`config.mk`:
```
export PLATFORM = sky130hd
export DESIGN_NAME = spart_tx
export DESIGN_NICKNAME = d
export VERILOG_FILES = /design/src/rtl/spart_pkg.sv /design/src/rtl/spart_tx.sv
export SDC_FILE = /design/constraint.sdc
export NUM_CORES = 1
export LEC_CHECK = 0
export CELL_PAD_IN_SITES_DETAIL_PLACEMENT = 1
export CELL_PAD_IN_SITES_GLOBAL_PLACEMENT = 1
export CORE_MARGIN = 2
export CORE_UTILIZATION = 43
export CTS_CLUSTER_DIAMETER = 60
export CTS_CLUSTER_SIZE = 10
export DETAILED_ROUTE_END_ITERATION = 7
export PLACE_DENSITY = 0.8
export SETUP_SLACK_MARGIN = 0.5
export SLEW_MARGIN = 25
export SYNTH_ARGS = -nofsm -noshare
export SYNTH_HDL_FRONTEND = slang
export SYNTH_SLANG_ARGS = --single-unit
```
`constraint.sdc`:
```
create_clock -name clk -period 2.54 [get_ports clk]
set_input_delay 0.381 -clock clk [delete_from_list [all_inputs] [get_ports clk]]
set_output_delay 0.381 -clock clk [all_outputs]
set_load 0.1 [all_outputs]
```
`src/rtl/spart_pkg.sv`:
```
// Shared SPART definitions: bus address codes and transmitter state encodings,
// used by the transmitter, receiver and bus interface.
package spart_pkg;

  localparam int BYTE_W = 8;

  typedef enum logic [1:0] {
    IO_XFER   = 2'b00,
    REG_RD    = 2'b01,
    LD_DIV_LO = 2'b10,
    LD_DIV_HI = 2'b11
  } ioaddr_e;

  typedef enum logic [1:0] {
    TX_IDLE  = 2'b00,
    TX_START = 2'b01,
    TX_DATA  = 2'b10,
    TX_STOP  = 2'b11
  } tx_state_e;

  function automatic logic addr_is(input logic [1:0] addr, input ioaddr_e code);
    return addr == code;
  endfunction

endpackage

```
`src/rtl/spart_tx.sv`:
```
// SPART transmitter: one-byte holding register feeding a shift register that
// serialises 8N1 frames on txd, one bit per rate_en pulse.
module spart_tx
  import spart_pkg::*;
#(
  parameter int DATA_BITS = 8
) (
  input  logic              clk,
  input  logic              rst,
  input  logic              iocs,
  input  logic              iorw,
  input  logic [1:0]        ioaddr,
  input  logic [BYTE_W-1:0] bus_in,
  input  logic              rate_en,
  output logic              txd,
  output logic              tbr,
  output logic              tx_busy,
  output logic              tx_ovr
);

  localparam logic [2:0] LAST_BIT = 3'(DATA_BITS - 1);

  tx_state_e         state_q, state_d;
  logic [BYTE_W-1:0] shifter_q, shifter_d;
  logic [BYTE_W-1:0] hold_q, hold_d;
  logic [2:0]        bit_cnt_q, bit_cnt_d;
  logic              hold_valid_q, hold_valid_d;
  logic              txd_q, txd_d;
  logic              tbr_q, tbr_d;
  logic              tx_ovr_q, tx_ovr_d;

  logic wr;
  logic rd_status;
  logic load;
  logic ovr_set;

  assign wr        = iocs & ~iorw & addr_is(ioaddr, IO_XFER);
  assign rd_status = iocs &  iorw & addr_is(ioaddr, REG_RD);

  always_ff @(posedge clk or negedge rst) begin
    if (!rst) begin
      state_q      <= TX_IDLE;
      shifter_q    <= '0;
      hold_q       <= '0;
      bit_cnt_q    <= '0;
      hold_valid_q <= 1'b0;
      txd_q        <= 1'b1;
      tbr_q        <= 1'b1;
      tx_ovr_q     <= 1'b0;
    end else begin
      state_q      <= state_d;
      shifter_q    <= shifter_d;
      hold_q       <= hold_d;
      bit_cnt_q    <= bit_cnt_d;
      hold_valid_q <= hold_valid_d;
      txd_q        <= txd_d;
      tbr_q        <= tbr_d;
      tx_ovr_q     <= tx_ovr_d;
    end
  end

  // Frame sequencer: every transition is gated by rate_en.
  always_comb begin
    state_d   = state_q;
    shifter_d = shifter_q;
    bit_cnt_d = bit_cnt_q;
    txd_d     = txd_q;
    load      = 1'b0;
    case (state_q)
      TX_IDLE: begin
        txd_d = 1'b1;
        if (hold_valid_q && rate_en) begin
          load      = 1'b1;
          shifter_d = hold_q;
          txd_d     = 1'b0;
          state_d   = TX_START;
        end
      end
      TX_START: begin
        if (rate_en) begin
          txd_d     = shifter_q[0];
          shifter_d = {1'b0, shifter_q[BYTE_W-1:1]};
          bit_cnt_d = '0;
          state_d   = TX_DATA;
        end
      end
      TX_DATA: begin
        if (rate_en) begin
          if (bit_cnt_q == LAST_BIT) begin
            txd_d   = 1'b1;
            state_d = TX_STOP;
          end else begin
            txd_d     = shifter_q[0];
            shifter_d = {1'b0, shifter_q[BYTE_W-1:1]};
            bit_cnt_d = bit_cnt_q + 3'd1;
          end
        end
      end
      TX_STOP: begin
        if (rate_en) begin
          if (hold_valid_q) begin
            // Back-to-back: the next start bit follows the stop bit directly.
            load      = 1'b1;
            shifter_d = hold_q;
            txd_d     = 1'b0;
            state_d   = TX_START;
          end else begin
            txd_d   = 1'b1;
            state_d = TX_IDLE;
          end
        end
      end
      default: begin
        txd_d   = 1'b1;
        state_d = TX_IDLE;
      end
    endcase
  end

  // Holding register; a write coinciding with a load refills it immediately.
  always_comb begin
    hold_d       = hold_q;
    hold_valid_d = hold_valid_q;
    ovr_set      = 1'b0;
    if (load) begin
      hold_valid_d = 1'b0;
    end
    if (wr) begin
      if (!hold_valid_q || load) begin
        hold_d       = bus_in;
        hold_valid_d = 1'b1;
      end else begin
        ovr_set = 1'b1;
      end
    end
    if (ovr_set) begin
      tx_ovr_d = 1'b1;
    end else if (rd_status) begin
      tx_ovr_d = 1'b0;
    end else begin
      tx_ovr_d = tx_ovr_q;
    end
    tbr_d = ~hold_valid_d;
  end

  assign txd     = txd_q;
  assign tbr     = tbr_q;
  assign tx_busy = (state_q != TX_IDLE);
  assign tx_ovr  = tx_ovr_q;

endmodule

```
==> impl_metrics.ini <==
[outcome]
status = finished, final reports clean

[final_layout]
synthToLayoutAreaGrowth_pct = 28.24
nets = 154
final_cell_mix = dfrtp_1, buf_4, clkdlybuf4s50_1
antenna_cells = 0
fillers = 305
fin_area_mm2 = 0.001682
final_common_cell = dfrtp_1
layout-drive-gt1-share = 0.4231
instances_no_fill = 163

[pwr]
power_density_mw_per_mm2 = 1463
total_leakage_power_nw = 0.7664
power_mw = 2.461
vdd_drop_max_mv = 0.5384

[critical_path]
crit_path_end_kind = flip-flop
reg2reg_depth = 5
critPathArrivalTime_ps = 2280
cp.required_ps = 2750
start_kind = flip-flop
crit_type = flip-flop to flip-flop
cp_max_fo = 8
path_cells = ha_4 > or4_4 > a21boi_2 > nand2b_4 > mux2_4
slowest_delay_ps = 540
cp_slowest_cell = or4_4

[die]
pin_count = 19
initial_core_util = 0.4403
dieArea_mm2 = 0.003507
rows = 20
die_w_um = 59.22
die_h_um = 59.22
core_mm2 = 0.002978

[route]
routedWlPerCell_um = 16.90
antenna_left = 0
drt_wl_total_um = 2754
drt_iter0_drc = 20
viasPerCell = 5.497
dr.pass1.iters = 4
dr_total_vias = 896
drc = 0

[global_route]
antenna_found_initial = 0
grt_overflow = 0
grt_max_degree = 26
grt_pass1_wl_um = 4698
track_usage = 0.1761
grt_pass1_vias = 1009

[placed_design]
dp_cells = 151
routabilityCongestion = 0.7796
place_area_mm2 = 0.001525
dp_slack_ps = 280.6
hpwl_um = 1924
io_buffers = 18

[sta]
worst_pin_slew_ps = 406.6
drv_slew = 0
slew_headroom = 0.7260
rsz0062_at_grt = yes
max_freq_ghz = 0.4840
finalSetupViolCount = 0
worst_slack_ps = 473.8
skew_ps = 15.20
fin_crit_ps = 2066
tns_ps = 0
hold_violations = 0
fin_crit_sh = 0.8135

[logic_synthesis]
yosysTopAreaCell = dfrtp_1
synth_area_mm2 = 0.001311
netlist_top_cells_area = dfrtp_1, mux2_4, ha_1, mux2_1, mux2_2
avgSynthCellArea_um2 = 12.98
ys_warn_count = 0
syn_nets = 124
synth.distinct_cells = 29
ys_ff_latch = 25
synth_seq_area_share = 0.4790
synth_cells = 101
synthDominantCellAreaShare = 0.4389

[hold_path]
hold_class = input pin to asynchronous set/reset pin

[cts]
insertion_delay_ps = 320
cts_sinks = 25
clk_pin_slew_ps = 140
cts_root_buf = clkbuf_4
htree_num_levels = 1
numCtsBuffers = 3
cts_buffer_depth = 2
cts_tree = yes

[job]
cap_violations = 0
[synth_stat cells (all sizes together)]
cell type,count
o31ai,1
ha,8
a21boi,1
a21oi,1
nand2b,3
or4,1
nor2,3
a22o,5
nor3,1
clkbuf,2
dfstp,2
inv,8
o32a,1
a222oi,1
a22oi,1
nand2,2
o21ai,5
or4b,1
nor2b,1
o22a,1
mux2,24
a31oi,1
nand3b,1
buf,2
dfrtp,23
and2,1
[registers in the layout, indices dropped and copies added (netlist names)]
register and count:
bit_cnt_q 3, hold_q 8, hold_valid_q 1, shifter_q 8, state_q 2, tbr 1
tx_ovr 1, txd 1
[per-layer routing]
layer / vias up / wire length, µm / part of all wire / track usage
li1: 421 / - / - / -
met1: 460 / 1130 / 0.41 / 0.2112
met2: 13 / 1543 / 0.56 / 0.3250
met3: 2 / 61 / 0.022 / 0.01965
met4: 0 / 19 / 0.0069 / 0.05519
met5: - / 0 / 0 / 0
[through the flow]
stage | hold WS, ps | util
floorplan | 85.41 | -
global placement | 470.1 | 0.5122
detailed placement | 483.1 | 0.5122
CTS | 411.4 | 0.5483
global route | 412.6 | 0.5647
finish | 400.9 | 0.5647
[worst paths after layout]
path,startpoint,slack (ps),endpoint
worst max-delay path,state_q[1],470,shifter_q[6]
worst min-delay path,rst,400,bit_cnt_q[2]
worst max register to register,state_q[1],470,shifter_q[6]
worst min register to register,hold_q[3],510,hold_q[3]
max in group asynchronous,rst,1820,tbr
min in group clk,hold_q[3],510,hold_q[3]
[timing repair]
| item | in CTS | in global routing |
|---|---|---|
| hold buffers | 0 | 0 |
| endpoints found under the setup margin | 18 | 18 |
| gates resized for setup | 11 | 7 |
| pin swaps | 3 | 0 |
| setup buffers | 5 | 3 |
[logic make-up after synthesis]
logic type	count (synthesis)	synth area share
AOI/OAI and AO/OA	18	0.1059
adders and majority gates	8	0.07634
buffers and inverters	12	0.04580
DFF	25	0.4790
muxes	24	0.2290
and+or+nand+nor	14	0.06394
[critical path: cells and delay by family, from the launching register on]
family | cells | cell delay, ps
simple gates | 2 | 760
compound gates | 1 | 180
fa+ha+maj | 1 | 190
flops | 1 | 510
mux | 1 | 330
[final cells by class]
class	instances	area, µm²	area share
clock inverters	1	5.005	0.002976
clock buffers	3	22.52	0.01339
inverters	8	35.03	0.02083
well taps	33	41.29	0.02455
flip-flops and latches	25	630.6	0.3750
repair buffers	29	252.7	0.1503
multi-input cells	64	694.4	0.4129
[report_power, final]
| part | internal [mW] | switching (mW) | total, mW |
|---|---|---|---|
| combinational | 0.786 | 0.729 | 1.51 |
| sequential | 0.610 | 0.158 | 0.768 |
| clock | 0.0589 | 0.119 | 0.178 |
| total | 1.45 | 1.01 | 2.46 |
Power figures use the tool's default switching activity.
